==> src/rtl/mbe_acc_stage.sv <==
// Saturating dot-product accumulator behind the MBE multiplier.
// Sums N signed products per block and emits the result on valid/ready.
module mbe_acc_stage #(
  parameter int PW = 64,
  parameter int AW = 72,
  parameter int N  = 4
) (
  input  logic          clk,
  input  logic          rst,
  input  logic          in_valid,
  output logic          in_ready,
  input  logic [PW-1:0] in_data,
  output logic          out_valid,
  input  logic          out_ready,
  output logic [AW-1:0] out_data,
  output logic          out_sat
);

  localparam int CW = $clog2(N) + 1;
  localparam logic [CW-1:0] LAST = CW'(N - 1);
  localparam logic [AW-1:0] MAXV = {1'b0, {(AW-1){1'b1}}};
  localparam logic [AW-1:0] MINV = {1'b1, {(AW-1){1'b0}}};

  typedef enum logic [1:0] {
    S_INIT,
    S_ACC,
    S_EMIT
  } state_e;

  state_e        state_q;
  logic [AW-1:0] acc_q;
  logic [CW-1:0] cnt_q;
  logic          sticky_q;
  logic          in_ready_q;
  logic          out_valid_q;
  logic [AW-1:0] out_data_q;
  logic          out_sat_q;

  logic [AW:0]   sum_d;
  logic          clamp_d;
  logic [AW-1:0] next_d;
  logic          in_beat;
  logic          out_beat;

  assign in_ready  = in_ready_q;
  assign out_valid = out_valid_q;
  assign out_data  = out_data_q;
  assign out_sat   = out_sat_q;

  assign in_beat  = in_valid && in_ready_q;
  assign out_beat = out_valid_q && out_ready;

  // One guard bit: overflow shows up as disagreement of the top two bits.
  always_comb begin
    sum_d = {acc_q[AW-1], acc_q}
          + {{(AW+1-PW){in_data[PW-1]}}, in_data};
    clamp_d = sum_d[AW] ^ sum_d[AW-1];
    next_d = sum_d[AW-1:0];
    if (clamp_d) next_d = sum_d[AW] ? MINV : MAXV;
  end

  always_ff @(posedge clk) begin
    if (rst) begin
      state_q     <= S_INIT;
      acc_q       <= '0;
      cnt_q       <= '0;
      sticky_q    <= 1'b0;
      in_ready_q  <= 1'b0;
      out_valid_q <= 1'b0;
      out_data_q  <= '0;
      out_sat_q   <= 1'b0;
    end else begin
      unique case (state_q)
        S_INIT: begin
          in_ready_q <= 1'b1;
          state_q    <= S_ACC;
        end
        S_ACC: begin
          if (in_beat) begin
            if (cnt_q == LAST) begin
              out_data_q  <= next_d;
              out_sat_q   <= sticky_q | clamp_d;
              out_valid_q <= 1'b1;
              in_ready_q  <= 1'b0;
              acc_q       <= '0;
              cnt_q       <= '0;
              sticky_q    <= 1'b0;
              state_q     <= S_EMIT;
            end else begin
              acc_q    <= next_d;
              cnt_q    <= cnt_q + CW'(1);
              sticky_q <= sticky_q | clamp_d;
            end
          end
        end
        S_EMIT: begin
          if (out_beat) begin
            out_valid_q <= 1'b0;
            in_ready_q  <= 1'b1;
            state_q     <= S_ACC;
          end
        end
        default: state_q <= S_INIT;
      endcase
    end
  end

endmodule

==> config.mk <==
export PLATFORM = sky130hd
export DESIGN_NAME = mbe_acc_stage
export DESIGN_NICKNAME = d
export VERILOG_FILES = /design/src/rtl/mbe_acc_stage.sv
export SDC_FILE = /design/constraint.sdc
export NUM_CORES = 1
export LEC_CHECK = 0
export CAP_MARGIN = 20
export CORE_MARGIN = 3
export CORE_UTILIZATION = 45
export CTS_BUF_LIST = sky130_fd_sc_hd__clkbuf_16
export DETAILED_ROUTE_END_ITERATION = 8
export DONT_BUFFER_PORTS = 1
export HOLD_SLACK_MARGIN = 0.1
export PLACE_DENSITY = 0.64
export SETUP_SLACK_MARGIN = 0.02
export SLEW_MARGIN = 15
export SYNTH_ARGS = -nofsm -noshare
export SYNTH_HDL_FRONTEND = slang
export SYNTH_SLANG_ARGS = --single-unit
export TNS_END_PERCENT = 100
==> constraint.sdc <==
create_clock -name clk -period 3.9 [get_ports clk]
set_input_delay 0.39 -clock clk [delete_from_list [all_inputs] [get_ports clk]]
set_output_delay 0.39 -clock clk [all_outputs]
set_load 0.005 [all_outputs]
==> out/summary.log, run 1 <==
[sta] Max transition margin 0.443
[finish] final standard cell count with taps included and fillers excluded 1540
[cts] number of sinks handled by clock tree synthesis 153
[logic_synthesis] Ys Warns 0
[finish] area of combinational cells with multiple inputs 6330 sq um
[routing] # DRC 0
[sta] final worst clock skew 0.0113 ns
[routing] average detailed-routed wire length per instance 19.7 microns
[die] Die Width 153 microns
[worst_setup_path] CP cell instances ha_1 > a211oi_1 > o21ai_2 > o21a_1 > o211ai_1 > nand2_1 > a41o_1 > a211oi_1 > mux2_2 > and2_2 > a21oi_1 > o31ai_1
[worst_setup_path] sort of element at the end of the critical path flip-flop
[global_routing] number of antenna violations at the first check in global routing 0
[sta] Tmin final 3.66 ns
[sta] Final Slew Violations 0
[cts] Clock Tree Buf Depth 2
[logic_synthesis] area of the mapped netlist 9760 sq um
[cts] CTS tree done
[routing] DR iter-0 viols 731
[logic_synthesis] FF+latch count, synth 153
[worst_setup_path] most numerous cell on the critical path sky130_fd_sc_hd__a211oi_1
[sta] Tightest Pin Transition 0.829 ns
[finish] total of fill cells in the finished design 2040
[worst_setup_path] element type at the critical path start flip-flop
[global_routing] wire length of the first global-routing pass 47200 microns
[die] initial core utilization 0.461
[power_and_ir_drop] IR Drop Worst-Case VDD 0.254 mV
[finish] share of post-route cells with drive strength above 1 0.0688
[power_and_ir_drop] Static Leak 4.34 nW
[logic_synthesis] average cell area after synthesis 7.63 sq um
[worst_setup_path] crit path kind reg2reg
[finish] most used cells in the layout excluding fill and tap cells 201 x sky130_fd_sc_hd__a21oi_1, 154 x sky130_fd_sc_hd__o21ai_0, 153 x sky130_fd_sc_hd__dfxtp_1
[placement] weighted congestion at the end of routability-driven global placement 0.922
[routing] DR vias/cell 6.09
[worst_hold_path] worst min-delay path category in2reg
[finish] leading cell type in the layout, fill and taps excluded sky130_fd_sc_hd__a21oi_1
[die] number of primary I/O pins 143
[job] max cap viols 0
[logic_synthesis] number of synthesized flops with an enable pin 0
[sta] Setup TNS Final 0 ns
[sta] Final Hold Viols 0
[routing] TritonRoute pass-1 iters 5
[global_routing] total routing usage reported by global routing 0.245
[worst_setup_path] critical path data arrival time 3.96 ns
[logic_synthesis] post-synthesis instance total 1279
[sta] setup repair after global routing missed its margin false
[worst_setup_path] kind of cell with the highest combined delay on the critical path compound AO/OA/AOI/OAI gates
[placement] number of placed cells counting well taps 1500
[global_routing] pin count of the biggest net entering global routing 79
[finish] Antenna Cells 0
[worst_setup_path] stage delay of the slowest cell on the critical path 0.50 ns
[cts] H-tree levels 4
[routing] remaining number of nets flagged by the antenna check after routing 0
[logic_synthesis] syn_nets 1421
[worst_setup_path] worst path buffer plus inverter count 0
[sta] highest clock rate 273 MHz
[finish] total number of nets in the final design 1394
[cts] register clock-pin slew on the reported worst setup and hold paths 0.07 ns
[die] Core Rows 53
[placement] HPWL Detailed 21900 microns
[routing] sum of routed wire length over all layers 30300 microns
[power_and_ir_drop] power density over the cells 376 nW/um^2
[outcome] outcome completed
[cts] TritonCTS Buffers 17
[worst_setup_path] highest fanout seen on the critical path 14
[logic_synthesis] top flip-flop cell by instance count after synthesis sky130_fd_sc_hd__dfxtp_1
[global_routing] final global-route overflow total 0
[cts] insertion delay of the later-clocked pin in the worst-skew pair 0.44 ns
[sta] Final Cycle Share 0.938
[logic_synthesis] Netlist cell types 60
[global_routing] vias in the first global route 8915
[finish] growth of design area from synthesis to finish 9.96%
[sta] number of endpoints failing setup at the final stage 0
[placement] count of input and output buffers 0
[routing] DR vias 9372
[finish] Register Area 3060 sq um
[worst_setup_path] Worst Path Required 4.20 ns
[die] DIE HEIGHT 153 microns
[worst_setup_path] critical-path cell with the highest stage delay sky130_fd_sc_hd__mux2_2
[cts] cell at the root of the clock tree sky130_fd_sc_hd__clkbuf_16
[logic_synthesis] share of async-settable or async-resettable flops after synthesis 0
[die] Core ar. 21200 sq um
[die] die footprint 23500 sq um
[logic_synthesis] sequential share of the synthesized area 0.314
[synthesized netlist by cell type (all sizes together) (2+ instances only)]
| cell | count | area (sq um) |
|---|---|---|
| xor2 | 18 | 158 |
| and2 | 9 | 58.8 |
| a221oi | 6 | 52.6 |
| o21bai | 20 | 150 |
| or3 | 6 | 37.5 |
| nor3 | 22 | 110 |
| a221o | 10 | 100 |
| a211o | 2 | 17.5 |
| or2 | 3 | 18.8 |
| nor2b | 9 | 56.3 |
| inv | 31 | 116 |
| nand3 | 20 | 100 |
| o21a | 13 | 97.6 |
| dfxtp | 153 | 3060 |
| clkbuf | 57 | 214 |
| o211ai | 7 | 57.6 |
| o211a | 2 | 27.5 |
| a21o | 21 | 158 |
| and3 | 6 | 37.5 |
| o221a | 4 | 45.0 |
| o31ai | 6 | 45.0 |
| nand2 | 134 | 503 |
| o21ai | 160 | 805 |
| a31oi | 12 | 75.1 |
| a211oi | 43 | 323 |
| a21oi | 202 | 1010 |
| xnor2 | 45 | 394 |
| nor2 | 96 | 360 |
| a41o | 2 | 20.0 |
| nand2b | 12 | 75.1 |
| o221ai | 2 | 17.5 |
| nand4 | 27 | 169 |
| o21ba | 2 | 20.0 |
| ha | 73 | 913 |
| o311ai | 2 | 17.5 |
| nor4 | 7 | 43.8 |
| a311oi | 2 | 23.8 |
| mux2 | 2 | 22.5 |
| mux2i | 2 | 20.0 |
| buf | 19 | 111 |
[final timing paths]
check	startpoint	end	slack, ns	depth (start not counted)
min reg2reg	acc_q[66]	acc_q[66]	0.46	2
max reg2reg	acc_q[1]	acc_q[59]	0.24	12
max	acc_q[1]	acc_q[59]	0.24	12
min	out_ready	state_q[1]	0.21	3
[tightest hold or removal path, delay by kind of cell]
kind	cells	cell delay, ns
AO/OA/AOI/OAI	1	0.06
AND/OR/NAND/NOR	2	0.14
[area by class of cell]
cell class	count	area share
Clock inverter	15	0.0177
Sequential cell	153	0.285
Multi-Input combinational cell	1021	0.590
Timing Repair Buffer	28	0.0245
Clock buffer	17	0.0396
Inverter	31	0.0108
Tap cell	275	0.0321
[registers in the layout (all words and copies together) (netlist names)]
name,cells
acc_q,72
state_q,2
cnt_q,3
out_sat,1
in_ready,1
out_valid,1
sticky_q,1
out_data,72
[kinds of logic after synthesis]
kind of cell | after synthesis | share of synthesized area
compound gates | 525 | 0.322
xor+xnor | 63 | 0.0565
fa+ha+maj | 74 | 0.0956
buf+inv | 107 | 0.0453
flops | 153 | 0.314
mux | 4 | 0.00436
simple gates | 353 | 0.163
[metal layers]
layer / part of all wire / routed length [microns] / vias up / GRT usage
met5: 0 / 0 / - / 0
met4: 0.022 / 664 / 0 / 0.0827
met3: 0.064 / 1940 / 44 / 0.0532
met2: 0.44 / 13400 / 318 / 0.381
met1: 0.47 / 14300 / 4393 / 0.337
li1: - / - / 4617 / -
[stage by stage]
step / hold WS [ns] / setup WS, ns / power (mW) / area, sq um / utilization
final: 0.206 / 0.243 / 4.04 / 10700 / 0.507
after global routing: 0.232 / 0.0417 / 4.20 / 10700 / 0.507
after CTS: 0.194 / 0.119 / 4.05 / 10700 / 0.504
after floorplan: 0.429 / 0.618 / 2.13 / 9760 / -
after global placement: 0.437 / 0.0498 / 2.28 / 10000 / 0.473
after detailed placement: 0.446 / 0.0552 / 2.28 / 10000 / 0.473
[where the power goes]
| part | total [mW] | switching (mW) | leakage, nW | internal, mW |
|---|---|---|---|---|
| sequential | 1.61 | 0.0185 | 1.24 | 1.59 |
| combinational | 0.664 | 0.426 | 2.81 | 0.238 |
| clock | 1.76 | 0.742 | 0.292 | 1.02 |
| total | 4.04 | 1.19 | 4.34 | 2.85 |
[repair_timing]
| item | 4_1_cts | 5_1_grt |
|---|---|---|
| setup endpoints to repair | 0 | 110 |
| resized for setup | 0 | 6 |
| setup buffers | 0 | 4 |
| endpoints found under the hold margin | 45 | 0 |
| hold buffers | 2 | 0 |
No activity file was read; power rests on OpenSTA's default activity.
==> run 2, diff against run 1 <==
CORE_MARGIN = 2   (was 3)
clock period = 3.4 ns   (was 3.9 ns; I/O delays follow)
==> out/summary.log, run 2 (synthesis gave the netlist of run 1 again) <==
[worst_setup_path] critical-path cell with the highest stage delay sky130_fd_sc_hd__a2111o_1 [was sky130_fd_sc_hd__mux2_2]
[worst_setup_path] CP cell instances ha_1 > o21ai_1 > a2111o_1 > a21oi_4 > o211ai_4 > a311oi_2 > o211a_4 > nor2_1 > xnor2_2 > mux2_4 > nor2_1 > buf_4 > a221o_1 [was ha_1 > a211oi_1 > o21ai_2 > o21a_1 > o211ai_1 > nand2_1 > a41o_1 > a211oi_1 > mux2_2 > and2_2 > a21oi_1 > o31ai_1]
[worst_setup_path] sort of element at the end of the critical path flip-flop [unchanged]
[die] number of primary I/O pins 143 [unchanged]
[sta] Final Cycle Share 0.989 [was 0.938]
[worst_setup_path] crit path kind reg2reg [unchanged]
[cts] CTS tree done [unchanged]
[power_and_ir_drop] power density over the cells 401 nW/um^2 [was 376 nW/um^2]
[die] Core ar. 21200 sq um [unchanged]
[sta] setup repair after global routing missed its margin true [was false]
[global_routing] wire length of the first global-routing pass 48700 microns [was 47200 microns]
[worst_setup_path] Worst Reg2Reg Path Length in Cells 13 [was 12]
[worst_hold_path] worst min-delay path category in2reg [unchanged]
[power_and_ir_drop] clock network fraction of total power 0.422 [was 0.437]
[routing] DR iter-0 viols 626 [was 731]
[cts] H-tree levels 4 [unchanged]
[power_and_ir_drop] Sw Pwr 1.54 mW [was 1.19 mW]
[routing] average detailed-routed wire length per instance 19.9 microns [was 19.7 microns]
[sta] final worst clock skew 0.0171 ns [was 0.0113 ns]
[finish] leading cell type in the layout, fill and taps excluded sky130_fd_sc_hd__dfxtp_1 [was sky130_fd_sc_hd__a21oi_1]
[power_and_ir_drop] relative contribution of combinational cells to total power 0.200 [was 0.164]
[finish] growth of design area from synthesis to finish 25.2% [was 9.96%]
[worst_setup_path] FF-to-FF setup slack 0.04 ns [was 0.24 ns]
[routing] DR vias/cell 6.09 [about the same]
[sta] Tightest Pin Transition 0.730 ns [was 0.829 ns]
[routing] TritonRoute pass-1 iters 5 [unchanged]
[sta] Final Hold Viols 0 [unchanged]
[die] DIE HEIGHT 151 microns [was 153 microns]
[sta] Max transition margin 0.510 [was 0.443]
[global_routing] vias in the first global route 9279 [was 8915]
[worst_setup_path] kind of cell with the highest combined delay on the critical path compound AO/OA/AOI/OAI gates [unchanged]
[finish] final standard cell count with taps included and fillers excluded 1630 [was 1540]
[placement] worst slack at placement -0.0105 ns [was 0.0552 ns]
[finish] total number of nets in the final design 1484 [was 1394]
[sta] Tmin final 3.36 ns [was 3.66 ns]
[power_and_ir_drop] IR Drop Worst-Case VDD 0.294 mV [was 0.254 mV]
[power_and_ir_drop] cell-internal power 3.35 mW [was 2.85 mW]
[global_routing] pin count of the biggest net entering global routing 55 [was 79]
[cts] insertion delay of the later-clocked pin in the worst-skew pair 0.45 ns [was 0.44 ns]
[outcome] outcome completed [unchanged]
[power_and_ir_drop] Static Leak 4.98 nW [was 4.34 nW]
[power_and_ir_drop] switching portion of total power 0.315 [was 0.294]
[worst_hold_path] hold path startpoint out_ready [unchanged]
[worst_hold_path] cell depth of the worst hold path 3 [unchanged]
[worst_setup_path] worst reg2reg path endpoint acc_q[53] [was acc_q[59]]
[finish] Antenna Cells 0 [unchanged]
[worst_setup_path] stage delay of the slowest cell on the critical path 0.46 ns [was 0.50 ns]
[die] Core Rows 53 [unchanged]
[die] initial core utilization 0.461 [unchanged]
[placement] HPWL Detailed 23300 microns [was 21900 microns]
[sta] worst hold slack 0.162 ns [was 0.206 ns]
[power_and_ir_drop] portion of total power attributed to sequential cells 0.378 [was 0.399]
[global_routing] final global-route overflow total 0 [unchanged]
[job] max cap viols 0 [unchanged]
[cts] register clock-pin slew on the reported worst setup and hold paths 0.07 ns [about the same]
[worst_setup_path] Worst Path Required 3.73 ns [was 4.20 ns]
[cts] cell at the root of the clock tree sky130_fd_sc_hd__clkbuf_16 [unchanged]
[routing] sum of routed wire length over all layers 32400 microns [was 30300 microns]
[sta] Final Slew Violations 0 [unchanged]
[worst_setup_path] highest fanout seen on the critical path 6 [was 14]
[finish] final instance area 12200 sq um [was 10700 sq um]
[finish] most used cells in the layout excluding fill and tap cells 152 x sky130_fd_sc_hd__dfxtp_1, 150 x sky130_fd_sc_hd__a21oi_1, 114 x sky130_fd_sc_hd__nand2_1 [was 201 x sky130_fd_sc_hd__a21oi_1, 154 x sky130_fd_sc_hd__o21ai_0, 153 x sky130_fd_sc_hd__dfxtp_1]
[die] Die Width 151 microns [was 153 microns]
[routing] remaining number of nets flagged by the antenna check after routing 0 [unchanged]
[worst_setup_path] worst reg2reg startpoint acc_q[7] [was acc_q[1]]
[finish] share of post-route cells with drive strength above 1 0.215 [was 0.0688]
[global_routing] total routing usage reported by global routing 0.270 [was 0.245]
[cts] Clock Tree Buf Depth 2 [unchanged]
[placement] weighted congestion at the end of routability-driven global placement 0.935 [was 0.922]
[die] die footprint 22900 sq um [was 23500 sq um]
[placement] instance area at placement 10600 sq um [was 10000 sq um]
[placement] number of placed cells counting well taps 1579 [was 1500]
[worst_setup_path] critical path data arrival time 3.69 ns [was 3.96 ns]
[routing] DR vias 9925 [was 9372]
[sta] setup slack after layout 0.0384 ns [was 0.243 ns]
[global_routing] number of antenna violations at the first check in global routing 0 [unchanged]
[worst_setup_path] most numerous cell on the critical path sky130_fd_sc_hd__nor2_1 [was sky130_fd_sc_hd__a211oi_1]
[sta] number of endpoints failing setup at the final stage 0 [unchanged]
[sta] highest clock rate 297 MHz [was 273 MHz]
[worst_setup_path] worst path buffer plus inverter count 1 [was 0]
[finish] core utilization of the finished layout 0.578 [was 0.507]
[cts] number of sinks handled by clock tree synthesis 153 [unchanged]
[finish] total of fill cells in the finished design 1908 [was 2040]
[placement] count of input and output buffers 0 [unchanged]
[routing] # DRC 0 [unchanged]
[worst_hold_path] endpoint of the worst hold path state_q[1] [unchanged]
[worst_setup_path] element type at the critical path start flip-flop [unchanged]
[cts] TritonCTS Buffers 17 [unchanged]
==> run 2: changes by cell type in the layout (fill, tap and decap cells not counted), moves of 23 or more <==
cell                       change
sky130_fd_sc_hd__buf_4        +69
sky130_fd_sc_hd__a211oi_2     +23
sky130_fd_sc_hd__o21ai_1      +54
sky130_fd_sc_hd__a21oi_2      +38
sky130_fd_sc_hd__a211oi_1     -23
sky130_fd_sc_hd__a21oi_1      -51
sky130_fd_sc_hd__o21ai_0      -54
==> run 2: worst max path at each step <==
stage	end	slack (ns)	depth (start not counted)	startpoint
2_1_floorplan	acc_q[67]	0.17	14	in_data[46]
3_3_place_gp	out_data[33]	-0.01	12	in_data[1]
3_5_place_dp	out_data[29]	-0.01	15	acc_q[0]
4_1_cts	acc_q[60]	0.02	15	acc_q[0]
5_1_grt	acc_q[26]	-0.12	13	acc_q[53]
6_report	acc_q[53]	0.04	13	acc_q[7]
==> run 2: power by group through the flow <==
stage	Combinational [mW]	Sequential (mW)	Clock, mW
floorplan	0.562	1.88	0
global placement	0.806	1.89	0
detailed placement	0.809	1.89	0
CTS	0.833	1.85	2.09
global route	1.07	1.85	2.16
finish	0.978	1.85	2.07
==> run 2: metal layers <==
layer	vias up	track usage	share of wire	wire [microns]
li1	4806	-	-	-
met1	4711	0.362	0.45	14600
met2	346	0.429	0.45	14600
met3	62	0.0557	0.070	2280
met4	0	0.101	0.026	856
met5	-	0	0	0
==> run 2: layout make-up <==
type	count	area, sq um	area share
repair buffers	120	1160	0.0949
multi-input cells	1019	6910	0.565
well taps	275	344	0.0282
clock inverters	15	199	0.0163
clock buffers	17	425	0.0348
flip-flops and latches	153	3060	0.251
inverters	31	116	0.00952
==> run 2: repair_timing <==
| action | CTS | global route |
|---|---|---|
| resized for setup | 4 | 210 |
| pin swaps | 1 | 30 |
| hold endpoints to repair | 45 | 0 |
| cloned | 0 | 7 |
| hold buffers | 2 | 0 |
| endpoints found under the setup margin | 61 | 144 |
| setup buffers | 0 | 10 |
==> run 2: metrics by stage <==
step	setup TNS [ns]	power, mW
after floorplan	0	2.44
after global placement	-0.0101	2.69
after detailed placement	-0.0105	2.70
after CTS	0	4.77
after global routing	-6.07	5.08
final	0	4.89
==> run 2: worst reg2reg max path, cell delays in order, from the launching register on <==
cell                       delay (ns)
sky130_fd_sc_hd__dfxtp_1         0.33
sky130_fd_sc_hd__ha_1            0.36
sky130_fd_sc_hd__o21ai_1         0.12
sky130_fd_sc_hd__a2111o_1        0.46
sky130_fd_sc_hd__a21oi_4         0.23
sky130_fd_sc_hd__o211ai_4        0.13
sky130_fd_sc_hd__a311oi_2        0.36
sky130_fd_sc_hd__o211a_4         0.24
sky130_fd_sc_hd__nor2_1          0.07
sky130_fd_sc_hd__xnor2_2         0.25
sky130_fd_sc_hd__mux2_4          0.22
sky130_fd_sc_hd__nor2_1          0.04
sky130_fd_sc_hd__buf_4           0.16
sky130_fd_sc_hd__a221o_1         0.29
